<file path="src/rtl/csat_pkg.sv">
// Shared types for the exhaustive CSAT candidate driver: FSM state encoding
// and the result record handed to the consumer.
package csat_pkg;

  // Width the result record is sized for; the driver's NUM_VARS must not exceed it.
  localparam int CSAT_NUM_VARS = 13;

  typedef enum logic [1:0] {
    ST_IDLE   = 2'd0,
    ST_SWEEP  = 2'd1,
    ST_DRAIN  = 2'd2,
    ST_REPORT = 2'd3
  } csat_state_e;

  typedef struct packed {
    logic                     found;
    logic [CSAT_NUM_VARS-1:0] assignment;
    logic [CSAT_NUM_VARS:0]   count;
  } csat_res_t;

endpackage

</file>
<file path="src/rtl/csat_enum_driver_if.sv">
// Result channel of the CSAT enumeration driver.
// Handshake: res_valid rises when a result is ready and, together with
// res_found/res_assign/res_count, holds steady until a cycle where
// res_valid & res_ready are both high; that cycle completes the transfer.
// res_valid never depends combinationally on res_ready.
interface csat_enum_driver_if
  import csat_pkg::*;
#(
  parameter int NUM_VARS = CSAT_NUM_VARS
);
  logic                res_valid;
  logic                res_ready;
  logic                res_found;
  logic [NUM_VARS-1:0] res_assign;
  logic [NUM_VARS:0]   res_count;

  modport master (
    output res_valid, res_found, res_assign, res_count,
    input  res_ready
  );

  modport slave (
    input  res_valid, res_found, res_assign, res_count,
    output res_ready
  );
endinterface

</file>
<file path="src/rtl/csat_tag_pipe.sv">
// Fixed-depth tag line: each stage holds an issued candidate and a valid bit,
// so the candidate at the output lines up with the sat answer for it.
module csat_tag_pipe #(
  parameter int W     = 13,
  parameter int DEPTH = 1
) (
  input  logic         clk,
  input  logic         rst_n,
  input  logic         clear_i,
  input  logic         in_valid_i,
  input  logic [W-1:0] in_data_i,
  output logic         out_valid_o,
  output logic [W-1:0] out_data_o,
  output logic         any_valid_o
);

  logic [DEPTH-1:0] vld_q;
  logic [W-1:0]     dat_q [DEPTH];

  // Shift one stage per cycle; clear kills every valid bit, including the one entering.
  always_ff @(posedge clk or negedge rst_n) begin
    if (!rst_n) begin
      vld_q <= '0;
      for (int i = 0; i < DEPTH; i++) dat_q[i] <= '0;
    end else begin
      vld_q[0] <= in_valid_i & ~clear_i;
      dat_q[0] <= in_data_i;
      for (int i = 1; i < DEPTH; i++) begin
        vld_q[i] <= vld_q[i-1] & ~clear_i;
        dat_q[i] <= dat_q[i-1];
      end
    end
  end

  assign out_valid_o = vld_q[DEPTH-1];
  assign out_data_o  = dat_q[DEPTH-1];
  assign any_valid_o = |vld_q;

endmodule

</file>
<file path="src/rtl/csat_enum_driver.sv">
// Exhaustive candidate driver for a combinational SAT benchmark: sweeps
// cand_out from 0 to all-ones, matches each sat_in answer to the candidate
// that produced it, and reports the first satisfying assignment (or UNSAT).
module csat_enum_driver
  import csat_pkg::*;
#(
  parameter int NUM_VARS  = CSAT_NUM_VARS,
  parameter int CHECK_LAT = 1
) (
  input  logic                clk,
  input  logic                rst_n,
  input  logic                start,
  input  logic                abort,
  output logic [NUM_VARS-1:0] cand_out,
  input  logic                sat_in,
  output logic                busy,
  output csat_state_e         state_dbg,
  csat_enum_driver_if.master  res_bus
);

  logic [1:0]          rst_sync_q;
  logic                rst_int_n;
  csat_state_e         state_q, state_d;
  logic [NUM_VARS-1:0] cand_q, cand_d;
  csat_res_t           res_q, res_d;
  logic                issue, clear_tags;
  logic                tag_valid, tag_any;
  logic [NUM_VARS-1:0] tag_data;
  logic                eval, hit;

  // Reset asserts asynchronously, releases two edges later on a clean clock.
  always_ff @(posedge clk or negedge rst_n) begin
    if (!rst_n) rst_sync_q <= '0;
    else        rst_sync_q <= {rst_sync_q[0], 1'b1};
  end
  assign rst_int_n = rst_sync_q[1];

  csat_tag_pipe #(
    .W     (NUM_VARS),
    .DEPTH (CHECK_LAT)
  ) u_tags (
    .clk         (clk),
    .rst_n       (rst_int_n),
    .clear_i     (clear_tags),
    .in_valid_i  (issue),
    .in_data_i   (cand_d),
    .out_valid_o (tag_valid),
    .out_data_o  (tag_data),
    .any_valid_o (tag_any)
  );

  // sat_in only means something when the tag leaving the line is valid.
  assign eval = tag_valid && (state_q == ST_SWEEP || state_q == ST_DRAIN);
  assign hit  = eval && sat_in;

  // Next state, next candidate and result record. The line is always empty in
  // IDLE (hits, aborts and drains all leave it empty), so start needs no clear.
  always_comb begin
    state_d    = state_q;
    cand_d     = cand_q;
    res_d      = res_q;
    issue      = 1'b0;
    clear_tags = 1'b0;
    case (state_q)
      ST_IDLE: begin
        if (start) begin
          state_d = ST_SWEEP;
          cand_d  = '0;
          res_d   = '0;
          issue   = 1'b1;
        end
      end
      ST_SWEEP, ST_DRAIN: begin
        if (eval) res_d.count = res_q.count + (CSAT_NUM_VARS+1)'(1);
        if (hit) begin
          res_d.found      = 1'b1;
          res_d.assignment = CSAT_NUM_VARS'(tag_data);
          state_d          = ST_REPORT;
          clear_tags       = 1'b1;
        end else if (state_q == ST_SWEEP) begin
          cand_d = cand_q + NUM_VARS'(1);
          issue  = 1'b1;
          if (cand_d == '1) state_d = ST_DRAIN;
        end else if (!tag_any) begin
          res_d.found      = 1'b0;
          res_d.assignment = '0;
          state_d          = ST_REPORT;
        end
      end
      ST_REPORT: begin
        if (res_bus.res_ready) state_d = ST_IDLE;
      end
      default: state_d = ST_IDLE;
    endcase
    // Abort beats hit, handshake and start: nothing is issued or captured.
    if (abort) begin
      state_d    = ST_IDLE;
      cand_d     = cand_q;
      res_d      = res_q;
      issue      = 1'b0;
      clear_tags = 1'b1;
    end
  end

  // State, candidate and result registers.
  always_ff @(posedge clk or negedge rst_int_n) begin
    if (!rst_int_n) begin
      state_q <= ST_IDLE;
      cand_q  <= '0;
      res_q   <= '0;
    end else begin
      state_q <= state_d;
      cand_q  <= cand_d;
      res_q   <= res_d;
    end
  end

  assign cand_out           = cand_q;
  assign busy               = (state_q != ST_IDLE);
  assign state_dbg          = state_q;
  assign res_bus.res_valid  = (state_q == ST_REPORT);
  assign res_bus.res_found  = res_q.found;
  assign res_bus.res_assign = NUM_VARS'(res_q.assignment);
  assign res_bus.res_count  = (NUM_VARS+1)'(res_q.count);

endmodule

</file>
<file path="src/flat_wrapper.sv">
// flat-port wrapper written by rule: the top's interface ports become plain ports
module csat_enum_driver_flat import csat_pkg::*;
#(
  parameter int NUM_VARS  = CSAT_NUM_VARS,
  parameter int CHECK_LAT = 1
)
  (clk, rst_n, start, abort, cand_out, sat_in, busy, state_dbg, res_bus_res_valid, res_bus_res_found, res_bus_res_assign, res_bus_res_count, res_bus_res_ready);
  csat_enum_driver_if #(.NUM_VARS(NUM_VARS)) res_bus_i ();
  input  logic clk;
  input  logic rst_n;
  input  logic start;
  input  logic abort;
  output logic [NUM_VARS-1:0] cand_out;
  input  logic sat_in;
  output logic busy;
  output csat_state_e state_dbg;
  output wire logic [$bits(res_bus_i.res_valid)-1:0] res_bus_res_valid;
  output wire logic [$bits(res_bus_i.res_found)-1:0] res_bus_res_found;
  output wire logic [$bits(res_bus_i.res_assign)-1:0] res_bus_res_assign;
  output wire logic [$bits(res_bus_i.res_count)-1:0] res_bus_res_count;
  input wire logic [$bits(res_bus_i.res_ready)-1:0] res_bus_res_ready;
  assign res_bus_res_valid = res_bus_i.res_valid;
  assign res_bus_res_found = res_bus_i.res_found;
  assign res_bus_res_assign = res_bus_i.res_assign;
  assign res_bus_res_count = res_bus_i.res_count;
  assign res_bus_i.res_ready = res_bus_res_ready;
  csat_enum_driver #(.NUM_VARS(NUM_VARS), .CHECK_LAT(CHECK_LAT)) u_core (.clk(clk), .rst_n(rst_n), .start(start), .abort(abort), .cand_out(cand_out), .sat_in(sat_in), .busy(busy), .state_dbg(state_dbg), .res_bus(res_bus_i));
endmodule
</file>
<file path="config.mk">
export PLATFORM = sky130hd
export DESIGN_NAME = csat_enum_driver_flat
export DESIGN_NICKNAME = d
export VERILOG_FILES = /design/src/rtl/csat_pkg.sv /design/src/rtl/csat_enum_driver_if.sv /design/src/rtl/csat_tag_pipe.sv /design/src/rtl/csat_enum_driver.sv /design/src/flat_wrapper.sv
export SDC_FILE = /design/constraint.sdc
export NUM_CORES = 1
export LEC_CHECK = 0
export ABC_AREA = 0
export CORE_UTILIZATION = 30
export CTS_CLUSTER_DIAMETER = 80
export CTS_CLUSTER_SIZE = 25
export DETAILED_ROUTE_END_ITERATION = 12
export MAX_ROUTING_LAYER = met4
export SYNTH_ARGS = -nofsm -noshare
export SYNTH_HDL_FRONTEND = slang
export SYNTH_HIERARCHICAL = 1
export SYNTH_SLANG_ARGS = --single-unit
export TNS_END_PERCENT = 10
</file>
<file path="constraint.sdc">
create_clock -name clk -period 5.1 [get_ports clk]
set_input_delay 0.765 -clock clk [delete_from_list [all_inputs] [get_ports clk]]
set_output_delay 0.765 -clock clk [all_outputs]
set_load 0.01 [all_outputs]
</file>
==> Word-level counts from Yosys, hierarchy flattened <==
Index checks and enable logic that the tools add are counted.
W data, S select, Z words.
{ "word_totals": {"register_bits": 46} }
{ "classes": {"reduce_logical": 11, "bitwise_logic": 3, "mux": 26, "add_sub_neg": 2, "eq_ne": 14} }
{ "op_table": {"columns": ["op", "n"], "rows": [
  ["$mux W14", 4],
  ["$pmux W28 S2", 1],
  ["$mux W13", 3],
  ["$mux W28", 1],
  ["$pmux W13 S2", 1],
  ["$add A14 B1 Y14 const B", 1],
  ["$mux W2", 7],
  ["$add A13 B1 Y13 const B", 1],
  ["$eq A13 B13 Y1 const B", 1],
  ["$reduce_and A5 Y1", 2],
  ["$ne A3 B2 Y1 const B", 3],
  ["$reduce_and A4 Y1", 2],
  ["$mux W1", 7],
  ["$pmux W2 S3", 1],
  ["$ne A5 B3 Y1 const B", 1],
  ["$ne A5 B4 Y1 const B", 1],
  ["$eq A2 B2 Y1 const B", 2],
  ["$ne A2 B1 Y1 const B", 2],
  ["$ne A2 B2 Y1 const B", 2],
  ["$reduce_bool A2 Y1", 2],
  ["$ne A3 B3 Y1 const B", 1],
  ["$eq A2 B1 Y1 const B", 1],
  ["$logic_and A1 B1 Y1", 2],
  ["$logic_not A2 Y1", 1],
  ["other kinds (5)", 6]
]} }

==> Longest topological paths before layout <==
Gate-level depths: netlist of the first run.
{ "logic_depth": {"ltp_word": 9, "depth_mapped": 9} }

==> By module <==
Netlist of the first run, hierarchy kept.
{ "by_module_without_submodules": {"columns": ["mod", "n_inst", "area_per_inst_um2", "seq_area_each_um2", "cells_each"], "rows": [
  ["csat_enum_driver", 1, 2516.2, 1126.1, 268],
  ["csat_tag_pipe", 1, 371.6, 350.3, 16]
]} }

==> Worst setup path before layout of the first run <==
OpenSTA, ideal clock, no wires.
{ "synth_timing": {"path_type": "register to register", "start": "reg u_core.state_q[0], in the netlist u_core/state_dbg[0]", "end": "reg u_core.cand_q[12], in the netlist u_core/cand_out[12]", "path_buffers": 1, "path_stages_with_launch": 9, "required_time_ns": 4.972, "synth_period_minus_slack_ns": 2.168, "t_arrival_ns": 2.040, "setup_slack_ns": 2.932, "path_cell_list": "dfrtp_1 inv_1 ha_1 and3_4 buf_6 or4_4 nor3_2 mux2i_1 o21ai_1"} }
{ "synth_between": {"elab_chain_len": 6} }
{ "synth_rtl": {"columns": ["item", "line_no", "rtl"], "rows": [
  ["start: declaration", "csat_enum_driver.sv:23", "csat_state_e state_q, state_d;"],
  ["start signal: assignment", "csat_enum_driver.sv:112", "state_q <= state_d;"],
  ["$eq A2 B1 Y1 or $eq A2 B2 Y1 (tied branches)", "csat_enum_driver.sv:53, csat_enum_driver.sv:64, csat_enum_driver.sv:80", null],
  ["$logic_or A1 B1 Y1", "csat_enum_driver.sv:53", "assign eval = tag_valid && (state_q == ST_SWEEP || state_q == ST_DRAIN);"],
  ["$logic_and A1 B1 Y1", "csat_enum_driver.sv:53", null],
  ["$logic_and A1 B1 Y1", "csat_enum_driver.sv:54", "assign hit = eval && sat_in;"],
  ["$ne A2 B2 Y1 (no source line)", null, null],
  ["$reduce_and A5 Y1 (no source line)", null, null],
  ["end signal: assignment", "csat_enum_driver.sv:113", "cand_q <= cand_d;"],
  ["end: declaration", "csat_enum_driver.sv:24", "logic [NUM_VARS-1:0] cand_q, cand_d;"]
]} }
Parallel ways exist; a longest one is shown, timed or not.
A chain may end at the register's enable or synchronous reset.

==> Worst setup path in the final report of the first run <==
{ "layout_timing": {"start": "in abort", "end": "reg u_core.res_q (netlist bit u_core/res_bus.res_assign[2])"} }
{ "layout_between": {"elab_chain_len": 2} }
{ "layout_rtl": {"columns": ["item", "line_no", "rtl"], "rows": [
  ["start: declaration", "flat_wrapper.sv:12", "input logic abort;"],
  ["$not A1 Y1 (no source line)", null, null],
  ["$reduce_and A5 Y1 (no source line)", null, null],
  ["end signal: assignment", "csat_enum_driver.sv:114", "res_q <= res_d;"],
  ["end: declaration", "csat_enum_driver.sv:25", "csat_res_t res_q, res_d;"]
]} }
No other way between the ends.

==> impl_metrics.sql, run 1 <==
INSERT INTO impl_metrics (metric_group, metric, value, unit) VALUES
('worst_setup_path', 'max_fanout_on_critical_path', '26', ''),
('drt', 'detail_route.first_pass.iterations', '5', ''),
('timing', 'timing.final.max_slew_violations', '0', ''),
('die', 'coreArea', '9280', 'um2'),
('timing', 'finalHoldViolCount', '0', ''),
('finish', 'area_overhead_vs_synth', '26.4', '%'),
('worst_setup_path', 'crit_path_frequent_cell', 'nor2_1', ''),
('min_path', 'min_from', 'u_core/rst_sync_q[0]$_DFF_PN0_', ''),
('timing', 'fmax', '325', 'MHz'),
('place', 'post-dp-hpwl', '4.70', 'mm'),
('timing', 'max_slew.worst_pin.slew', '0.964', 'ns'),
('die', 'floorplan.die.height', '100', 'um'),
('timing', 'rsz0062_at_grt', 'false', ''),
('timing', 'timing.final.crit_period', '3.08', 'ns'),
('synthesis', 'yosys-mux-area-fraction', '1.43', '%'),
('worst_setup_path', 'crit_buf_inv', '1', ''),
('run_status', 'status', 'complete, no violations', ''),
('place', 'globalplace.congestion', '0.846', ''),
('drt', 'postRouteAntennaNets', '0', ''),
('synthesis', 'synth-main-ff-cell', 'dfrtp_1', ''),
('worst_setup_path', 'crit_slowest_cell', 'nor2_1', ''),
('synthesis', 'synth_area_leaders', 'dfrtp_1, a22o_1, xnor2_1, nand2_1, nor2_1', ''),
('clocking', 'cts.reportedPaths.clkPinSlew', '0.07', 'ns'),
('finish', 'drive_above_1_share', '8.43', '%'),
('timing', 'final.setup.worst_slack', '2.02', 'ns'),
('job', 'cap_viol_max_count', '0', ''),
('clocking', 'clock_sinks', '59', ''),
('worst_setup_path', 'crit_type', 'input pin to register', ''),
('drt', 'drt_iter0_drc', '210', ''),
('synthesis', 'postSynthCellCount', '284', ''),
('worst_setup_path', 'start_kind', 'input pin', ''),
('drt', 'via_count', '2377', ''),
('finish', 'final_core_util', '39.3', '%'),
('worst_setup_path', 'cp.arrival', '3.34', 'ns'),
('synthesis', 'yosys_warnings', '6', ''),
('finish', 'nets', '339', ''),
('clocking', 'ctsRootBufferMaster', 'clkbuf_8', ''),
('die', 'die-area', '10000', 'um2'),
('worst_setup_path', 'reg2reg_slack', '2.40', 'ns'),
('clocking', 'cts_max_path_buffers', '2', ''),
('synthesis', 'yosys.area_share.adder', '2.60', '%'),
('worst_setup_path', 'required', '5.37', 'ns'),
('global_routing', 'first_global_vias', '2267', ''),
('finish', 'antenna_cells', '0', ''),
('worst_setup_path', 'end_kind', 'register', ''),
('global_routing', 'largest_net_degree_at_the_start_of_global_routing', '58', ''),
('die', 'effective_utilization_at_floorplan', '31.1', '%'),
('timing', 'final_tns_setup', '0', 'ns'),
('drt', 'post-route-drc-count', '0', ''),
('synthesis', 'synth_compound_area_share', '16.9', '%'),
('global_routing', 'initial_antenna_violation_count', '0', ''),
('timing', 'final.period_utilization', '60.3', '%'),
('clocking', 'postCtsHoldBufs', '0', ''),
('worst_setup_path', 'critical_path_cell_count', '5', ''),
('synthesis', 'synth-simple-area-share', '19.3', '%'),
('finish', 'most_frequent_cells_in_the_layout', 'dfrtp_1, clkdlybuf4s50_1, nor2_1, nand2_1', ''),
('global_routing', 'grt_first_pass_wirelength', '11.4', 'mm'),
('synthesis', 'portion_of_synthesized_cell_area_occupied_by_the_leading_cell_type', '51.1', '%'),
('power_and_ir_drop', 'p_leak', '1.49', 'nW'),
('drt', 'detail_route.vias_per_cell', '5.16', ''),
('clocking', 'postCtsSetupBuffers', '0', ''),
('timing', 'slew_headroom', '35.5', '%'),
('synthesis', 'syn_area', '2890', 'um2'),
('worst_setup_path', 'critical-path-top-delay-family', 'simple AND/OR/NAND/NOR gates', ''),
('synthesis', 'synth_xor_xnor_area_share', '3.03', '%'),
('finish', 'layout.cells.most_common', 'dfrtp_1', ''),
('min_path', 'timing.hold.worst.class', 'register to register', ''),
('clocking', 'tritoncts', 'done', ''),
('synthesis', 'avgSynthCellArea', '10.2', 'um2'),
('worst_setup_path', 'ff2ff_path_depth', '5', ''),
('worst_setup_path', 'timing.critical_path.cells', 'clkdlybuf4s50_1 > nor2_1 > nand2_1 > nor2_1 > a22o_1', '');
## registers in the layout (all words and copies together), names as in the netlist
| signal | flops |
|---|---|
| u_core/u_tags/any_valid_o | 1 |
| u_core/cand_out | 13 |
| u_core/u_tags/out_data_o | 13 |
| u_core/rst_sync_q | 2 |
| u_core/res_bus.res_assign | 13 |
| u_core/res_bus.res_count | 14 |
| u_core/state_dbg | 2 |
| u_core/res_bus.res_found | 1 |
## worst min-delay path by stage
stage | end | slack, ns | depth (start not counted)
after floorplan | u_core/rst_sync_q[1]$_DFF_PN0_ | 0.33 | 0
after global placement | u_core/rst_sync_q[1]$_DFF_PN0_ | 0.34 | 0
after detailed placement | u_core/rst_sync_q[1]$_DFF_PN0_ | 0.34 | 0
after CTS | u_core/rst_sync_q[1]$_DFF_PN0_ | 0.35 | 0
after global routing | u_core/rst_sync_q[1]$_DFF_PN0_ | 0.37 | 0
final | u_core/rst_sync_q[1]$_DFF_PN0_ | 0.36 | 0
## synthesized netlist by cell type (6+ instances only)
cell type and instances:
a22o_1 15, inv_1 10, a21oi_1 12, nand2_1 21, o21ai_0 15, nand4_1 7
nor3_1 14, nor2_1 21, xnor2_1 10, ha_1 6, nor4_1 6, nand3_1 11
dfrtp_1 59, clkbuf_1 7
## worst reg2reg max path, cell delays in order (launching register included)
cell and delay (ns):
dfrtp_1 0.41, ha_1 0.29, nor2_1 0.20, nand2_1 0.52, nor2_1 0.94, a22o_1 0.27
## kinds of logic (layout without fill, tap and decap cells)
family | Yosys count | after routing
adder cells (fa/ha/maj) | 6 | 6
AND/OR/NAND/NOR | 104 | 104
multiplexers | 4 | 4
AO/OA/AOI/OAI | 70 | 70
flip-flops | 59 | 59
other | 1 | 1
buffers and inverters | 30 | 78
XOR/XNOR | 10 | 10
## report_power, final
part           switching (W)  internal, W
registers          0.0000637     0.000511
clock network       0.000184     0.000274
logic               0.000285     0.000179
total               0.000533     0.000964
## per-layer routing
metal	up-vias	global-route usage, %	wire length, um
li1	1114	-	-
met1	1171	20.7	3320
met2	86	21.4	3140
met3	6	3.27	362
met4	0	6.24	76
met5	-	-	0
## through the flow
step	cell area (um2)	std cells	total power [W]
after floorplan	2890	284	0.000902
after global placement	3440	445	0.00103
after detailed placement	3440	445	0.00104
after CTS	3650	461	0.00151
after global routing	3650	461	0.00159
final	3650	461	0.00150
## cell type report
cell class	instances	area, um2
tap	129	161
inverter	11	41.3
timing repair buffer	51	508
clock buffer	11	131
sequential	59	1480
fill	925	5630
multi-input combinational	195	1250
clock inverter	5	77.6
Note: power is estimated with default switching activity, not from simulation.
==> run 2, diff against run 1 <==
==> constraint.sdc (replaced) <==
create_clock -name clk -period 2.8 [get_ports clk]
set_input_delay 0.42 -clock clk [delete_from_list [all_inputs] [get_ports clk]]
set_output_delay 0.42 -clock clk [all_outputs]
set_load 0.01 [all_outputs]
==> run 2 against run 1 <==
  * Sequential share of layout area is 0.17 points lower
  * Worst setup slack worse by 1.7 ns
  * Die area did not move
  * Combinational power grew 83%
  * Routed wire length is 0.54% lower
  * Sequential power increased by 84%
==> impl_metrics.sql, run 2 (synthesis gave the netlist of run 1 again) <==
INSERT INTO impl_metrics (metric_group, metric, value, unit) VALUES
('timing', 'fmax', '396', 'MHz'),
('timing', 'rsz0062_at_grt', 'false', ''),
('finish', 'area_overhead_vs_synth', '26.9', '%'),
('worst_setup_path', 'critical-path-top-delay-family', 'simple AND/OR/NAND/NOR gates', ''),
('worst_setup_path', 'max_fanout_on_critical_path', '14', ''),
('global_routing', 'grt.total_usage', '15.0', '%'),
('timing', 'worst_clock_skew', '0.00665', 'ns'),
('place', 'placed_area', '3470', 'um2'),
('drt', 'via_count', '2361', ''),
('job', 'cap_viol_max_count', '0', ''),
('finish', 'most_frequent_cells_in_the_layout', 'dfrtp_1, clkdlybuf4s50_1, nor2_1, nand2_1', ''),
('worst_setup_path', 'cp.arrival', '2.72', 'ns'),
('worst_setup_path', 'crit_type', 'register to register', ''),
('finish', 'final_area', '3670', 'um2'),
('finish', 'drive_above_1_share', '9.82', '%'),
('global_routing', 'global_route_congestion_overflow_total', '0', ''),
('timing', 'timing.final.max_slew_violations', '0', ''),
('worst_setup_path', 'reg2reg_slack', '0.27', 'ns'),
('timing', 'finalHoldViolCount', '0', ''),
('clocking', 'cts_resized', '0', ''),
('worst_setup_path', 'timing.critical_path.cells', 'inv_1 > ha_1 > nand2b_1 > or4_4 > o41ai_1', ''),
('place', 'place_worst_setup_slack', '0.318', 'ns'),
('die', 'floorplan.die.height', '100', 'um'),
('worst_setup_path', 'crit_slowest_cell', 'or4_4', ''),
('worst_setup_path', 'required', '2.99', 'ns'),
('global_routing', 'initial_antenna_violation_count', '0', ''),
('drt', 'postRouteAntennaNets', '0', ''),
('timing', 'timing.final.crit_period', '2.53', 'ns'),
('clocking', 'ctsHtreeMaxLevel', '3', ''),
('die', 'effective_utilization_at_floorplan', '31.1', '%'),
('finish', 'largest_register_ff_count', '14', ''),
('drt', 'detail_route.first_pass.iterations', '4', ''),
('die', 'width_of_the_die', '100', 'um'),
('die', 'row_count', '35', ''),
('timing', 'final.period_utilization', '90.2', '%'),
('worst_setup_path', 'start_kind', 'register', ''),
('clocking', 'cts_buffers', '9', ''),
('drt', 'detail_route.vias_per_cell', '5.08', ''),
('finish', 'nets', '343', ''),
('global_routing', 'largest_net_degree_at_the_start_of_global_routing', '44', ''),
('worst_setup_path', 'regToRegStartpoint', 'u_core/state_dbg[0]$_DFFE_PN0P_', ''),
('clocking', 'clock_sinks', '59', ''),
('drt', 'wire_length_reported_by_the_detailed_router', '6.87', 'mm'),
('clocking', 'postCtsHoldBufs', '0', ''),
('power_and_ir_drop', 'power-per-cell-area', '728', 'nW/um2'),
('clocking', 'ctsRootBufferMaster', 'clkbuf_8', ''),
('place', 'post-dp-hpwl', '4.90', 'mm'),
('worst_setup_path', 'end_kind', 'register', ''),
('global_routing', 'first_global_vias', '2192', ''),
('timing', 'final.setup.worst_slack', '0.274', 'ns'),
('worst_setup_path', 'crit_buf_inv', '1', ''),
('finish', 'layout.cells.most_common', 'dfrtp_1', ''),
('drt', 'drt_iter0_drc', '117', ''),
('run_status', 'status', 'complete, no violations', ''),
('power_and_ir_drop', 'p_leak', '1.51', 'nW'),
('worst_setup_path', 'ff2ff_path_depth', '5', ''),
('clocking', 'tritoncts', 'done', ''),
('timing', 'max_slew.worst_pin.slew', '1.01', 'ns'),
('clocking', 'postCtsSetupBuffers', '0', ''),
('min_path', 'timing.hold.worst.class', 'register to asynchronous set/reset pin', ''),
('worst_setup_path', 'cpPeakStageDelay', '0.61', 'ns'),
('die', 'coreArea', '9280', 'um2'),
('drt', 'avgRoutedWirePerCell', '14.8', 'um'),
('drt', 'post-route-drc-count', '0', ''),
('clocking', 'clkLatencyLatePin', '0.34', 'ns'),
('clocking', 'cts.reportedPaths.clkPinSlew', '0.07', 'ns'),
('timing', 'final_tns_setup', '0', 'ns'),
('worst_setup_path', 'r2r-end', 'u_core/u_tags/out_data_o[6]$_DFF_PN0_', ''),
('place', 'port_buffers', '50', ''),
('die', 'die-area', '10000', 'um2'),
('timing', 'slew_headroom', '32.6', '%'),
('die', 'count_of_pins_on_the_block_boundary', '51', ''),
('power_and_ir_drop', 'vdd_ir_drop_max', '0.260', 'mV'),
('clocking', 'cts_max_path_buffers', '2', ''),
('timing', 'setup_viol', '0', ''),
('power_and_ir_drop', 'total_power', '0.00267', 'W'),
('global_routing', 'grt_first_pass_wirelength', '11.2', 'mm'),
('place', 'globalplace.congestion', '0.905', ''),
('finish', 'antenna_cells', '0', '');
run 2: stage by stage:
step                      cells  util, %  hold WS, ns
final                       465     39.5        0.179
after global routing        465     39.5        0.213
after CTS                   465     39.5        0.191
after detailed placement    449     37.4        0.195
after global placement      449     37.4        0.188
after floorplan             284        -        0.124
run 2: power breakdown:
group          switching [W]  leakage, nW  internal [W]  total [W]
Combinational       0.000507        0.601      0.000343   0.000849
Clock               0.000332       0.0991      0.000430   0.000762
Sequential          0.000125        0.810      0.000931    0.00106
run 2: routing by layer:
metal	vias to the layer above	part of all wire (%)	track usage (%)
met5	-	0	-
met4	0	1.3	5.13
met3	10	4.4	3.69
met2	65	46	22.2
met1	1163	49	20.1
li1	1123	-	-
run 2: how the worst max path moves through the flow:
| stage | from | cells past startpoint | to |
|---|---|---|---|
| final | u_core/state_dbg[0]$_DFFE_PN0P_ | 5 | u_core/u_tags/out_data_o[6]$_DFF_PN0_ |
| after global routing | u_core/state_dbg[1]$_DFFE_PN0P_ | 5 | u_core/u_tags/out_data_o[6]$_DFF_PN0_ |
| after global placement | u_core/state_dbg[1]$_DFFE_PN0P_ | 5 | u_core/u_tags/out_data_o[6]$_DFF_PN0_ |
| after detailed placement | u_core/state_dbg[1]$_DFFE_PN0P_ | 5 | u_core/u_tags/out_data_o[6]$_DFF_PN0_ |
| after CTS | u_core/state_dbg[1]$_DFFE_PN0P_ | 5 | u_core/u_tags/out_data_o[6]$_DFF_PN0_ |
| after floorplan | u_core/state_dbg[0]$_DFFE_PN0P_ | 8 | u_core/cand_out[12]$_DFF_PN0_ |
run 2: worst register-to-register path, delay by kind of cell (launching register included):
family          cells  cell delay [ns]
simple gates        2             0.89
fa+ha+maj           1             0.54
compound gates      1             0.45
flops               1             0.40
buf+inv             1             0.09
run 2: cell type report:
type,instances,area (um2)
Clock inverter,5,52.6
Sequential cell,59,1480
Multi-Input combinational cell,195,1250
Clock buffer,11,141
Tap cell,129,161
Inverter,11,41.3
Timing Repair Buffer,55,538
Fill cell,949,5620
==> run 3, diff against run 2 <==
--- a/config.mk
+++ b/config.mk
@@ -6,11 +6,13 @@
 export NUM_CORES = 1
 export LEC_CHECK = 0
 export ABC_AREA = 0
+export CORE_ASPECT_RATIO = 0.5
 export CORE_UTILIZATION = 30
 export CTS_CLUSTER_DIAMETER = 80
 export CTS_CLUSTER_SIZE = 25
 export DETAILED_ROUTE_END_ITERATION = 12
 export MAX_ROUTING_LAYER = met4
+export SETUP_SLACK_MARGIN = 0.15
 export SYNTH_ARGS = -nofsm -noshare
 export SYNTH_HDL_FRONTEND = slang
 export SYNTH_HIERARCHICAL = 1
==> run 3 against run 2 <==
  * Critical endpoint unchanged
  * Flip-flop and latch count stayed put
  * Clock-buffer cell count rose by 2
  * Routed wire length up 5.3%
  * Global-route usage up 1.3 points
  * Clock power rose by 50%
  * Worst setup slack gained 0.21 ns
  * Register-to-register slack improved by 0.21 ns
  * Non-clock buffer count is 1 higher
  * Total power up 16%
  * Largest power group is now the clock network
  * Die area rose by 0.24%
  * Clock skew up 0.0017 ns
  * Utilization increased by 2.5 points
==> impl_metrics.sql, run 3 (synthesis gave the netlist of run 1 again) <==
INSERT INTO impl_metrics (metric_group, metric, value, unit) VALUES
('timing', 'worst_clock_skew', '0.00831', 'ns'),
('finish', 'largest_register_ff_count', '14', ''),
('clocking', 'tritoncts', 'done', ''),
('finish', 'layout.cells.most_common', 'dfrtp_1', ''),
('clocking', 'clock_sinks', '59', ''),
('finish', 'most_frequent_cells_in_the_layout', 'dfrtp_1, clkdlybuf4s50_1, nor2_1, nand2_1', ''),
('timing', 'finalHoldViolCount', '0', ''),
('timing', 'final_tns_setup', '0', 'ns'),
('drt', 'drt_iter0_drc', '127', ''),
('global_routing', 'grt.met3_usage', '5.48', '%'),
('power_and_ir_drop', 'power-per-cell-area', '815', 'nW/um2'),
('drt', 'detail_route.first_pass.iterations', '4', ''),
('timing', 'timing.final.max_slew_violations', '0', ''),
('finish', 'area_overhead_vs_synth', '31.1', '%'),
('clocking', 'cts_max_path_buffers', '2', ''),
('worst_setup_path', 'ff2ff_path_depth', '5', ''),
('worst_setup_path', 'reg2reg_slack', '0.48', 'ns'),
('power_and_ir_drop', 'internal_power', '0.00209', 'W'),
('power_and_ir_drop', 'clock_power_share', '36.9', '%'),
('drt', 'postRouteAntennaNets', '0', ''),
('power_and_ir_drop', 'vdd_ir_drop_max', '0.382', 'mV'),
('drt', 'post-route-drc-count', '0', ''),
('job', 'cap_viol_max_count', '0', ''),
('timing', 'max_slew.worst_pin.slew', '1.01', 'ns'),
('clocking', 'cts_buffers', '9', ''),
('clocking', 'ctsRootBufferMaster', 'clkbuf_16', ''),
('global_routing', 'first_global_vias', '2307', ''),
('drt', 'avgRoutedWirePerCell', '16.0', 'um'),
('place', 'placed_cells_incl_taps', '438', ''),
('timing', 'final.period_utilization', '82.8', '%'),
('die', 'effective_utilization_at_floorplan', '32.1', '%'),
('die', 'floorplan.die.height', '71.4', 'um'),
('global_routing', 'initial_antenna_violation_count', '0', ''),
('global_routing', 'grt.busiest_layer', 'met2', ''),
('global_routing', 'grt_first_pass_wirelength', '11.8', 'mm'),
('worst_setup_path', 'timing.critical_path.cells', 'inv_1 > ha_2 > nand2b_1 > or4_4 > o41ai_2', ''),
('place', 'post-dp-hpwl', '5.20', 'mm'),
('die', 'die-area', '10000', 'um2'),
('finish', 'drive_above_1_share', '9.82', '%'),
('finish', 'nets', '344', ''),
('worst_setup_path', 'required', '3.00', 'ns'),
('die', 'width_of_the_die', '141', 'um'),
('global_routing', 'groute.layer.met2.usage', '24.8', '%'),
('finish', 'antenna_cells', '0', ''),
('die', 'coreArea', '9010', 'um2'),
('finish', 'final_cell_count_without_fillers', '453', ''),
('timing', 'setup_viol', '0', ''),
('timing', 'timing.final.crit_period', '2.32', 'ns'),
('worst_setup_path', 'r2r-end', 'u_core/u_tags/out_data_o[6]$_DFF_PN0_', ''),
('worst_setup_path', 'regToRegStartpoint', 'u_core/state_dbg[0]$_DFFE_PN0P_', ''),
('run_status', 'status', 'complete, no violations', ''),
('drt', 'detail_route.vias_per_cell', '5.25', ''),
('finish', 'fillCellCount', '859', ''),
('power_and_ir_drop', 'power_frac_comb', '29.6', '%'),
('timing', 'fmax', '432', 'MHz'),
('worst_setup_path', 'crit_slowest_cell', 'or4_4', ''),
('worst_setup_path', 'max_fanout_on_critical_path', '14', ''),
('worst_setup_path', 'crit_type', 'register to register', ''),
('timing', 'rsz0062_at_grt', 'false', ''),
('place', 'globalplace.congestion', '0.896', ''),
('place', 'port_buffers', '50', ''),
('die', 'row_count', '24', ''),
('global_routing', 'largest_net_degree_at_the_start_of_global_routing', '43', ''),
('worst_setup_path', 'cp.arrival', '2.52', 'ns'),
('worst_setup_path', 'crit_path_start', 'u_core/state_dbg[0]$_DFFE_PN0P_', ''),
('worst_setup_path', 'cpPeakStageDelay', '0.61', 'ns'),
('min_path', 'timing.hold.worst.class', 'register to asynchronous set/reset pin', ''),
('worst_setup_path', 'start_kind', 'register', ''),
('power_and_ir_drop', 'seq_power_share', '33.5', '%'),
('worst_setup_path', 'end_kind', 'register', ''),
('timing', 'slew_headroom', '32.8', '%'),
('power_and_ir_drop', 'switching_share', '32.2', '%'),
('clocking', 'cts.reportedPaths.clkPinSlew', '0.05', 'ns'),
('global_routing', 'grt_util_met1', '19.5', '%'),
('drt', 'wire_length_reported_by_the_detailed_router', '7.23', 'mm'),
('clocking', 'clkLatencyLatePin', '0.33', 'ns'),
('global_routing', 'global_route_congestion_overflow_total', '0', ''),
('clocking', 'ctsHtreeMaxLevel', '3', ''),
('power_and_ir_drop', 'p_leak', '1.57', 'nW'),
('drt', 'via_count', '2379', ''),
('die', 'count_of_pins_on_the_block_boundary', '51', ''),
('power_and_ir_drop', 'total_switching_power', '0.000992', 'W'),
('global_routing', 'grt.total_usage', '16.3', '%');
run 3: per-layer routing:
layer,share of wire (%),wire length [um],vias to the layer above
met2,47,3420,54
met4,1.4,104,0
li1,-,-,1127
met1,47,3410,1190
met3,4.1,297,8
met5,0,0,-
run 3: critical path, delay by kind of cell (launching register included):
family | cells | cell delay (ns)
AND/OR/NAND/NOR | 2 | 0.85
flip-flops | 1 | 0.39
buffers and inverters | 1 | 0.10
AO/OA/AOI/OAI | 1 | 0.38
adder cells (fa/ha/maj) | 1 | 0.48
run 3: power groups by stage:
stage	combinational (W)	clock, W	sequential [W]
floorplan	0.000586	0	0.00106
global placement	0.000867	0	0.00104
detailed placement	0.000887	0	0.00105
CTS	0.000894	0.00117	0.00103
global route	0.00100	0.00122	0.00105
finish	0.000912	0.00114	0.00103
run 3: what timing repair did:
item	in CTS	in global routing
endpoints found under the setup margin	0	2
resized for setup	0	2
hold buffers	0	0
buffers inserted	0	0
run 3: final cells by class:
cell class                      count  area, um2  share of cell area (%)
Clock buffer                       13        250                    6.61
Clock inverter                      2       60.1                    1.59
Inverter                           11       41.3                    1.09
Multi-Input combinational cell    195       1260                    33.4
Sequential cell                    59       1480                    39.0
Tap cell                          117        146                    3.87
Timing Repair Buffer               56        546                    14.4
run 3: worst max path at each step:
stage / to / slack (ns) / cells after the start
after CTS: u_core/u_tags/out_data_o[6]$_DFF_PN0_ / 0.23 / 5
final: u_core/u_tags/out_data_o[6]$_DFF_PN0_ / 0.48 / 5
after global routing: u_core/u_tags/out_data_o[6]$_DFF_PN0_ / 0.30 / 5
after floorplan: u_core/cand_out[12]$_DFF_PN0_ / 0.63 / 8
after detailed placement: u_core/u_tags/out_data_o[6]$_DFF_PN0_ / 0.25 / 5
after global placement: u_core/u_tags/out_data_o[6]$_DFF_PN0_ / 0.46 / 5
run 3: stage by stage:
step                      hold slack [ns]  setup slack, ns  total power [W]  util (%)  cell area [um2]
after detailed placement            0.182            0.253          0.00193      38.5             3460
final                               0.177            0.483          0.00308      42.0             3780
after CTS                           0.190            0.232          0.00310      41.9             3770
after floorplan                     0.124            0.632          0.00164         -             2890
after global routing                0.213            0.295          0.00327      42.0             3780
after global placement              0.177            0.462          0.00191      38.5             3460
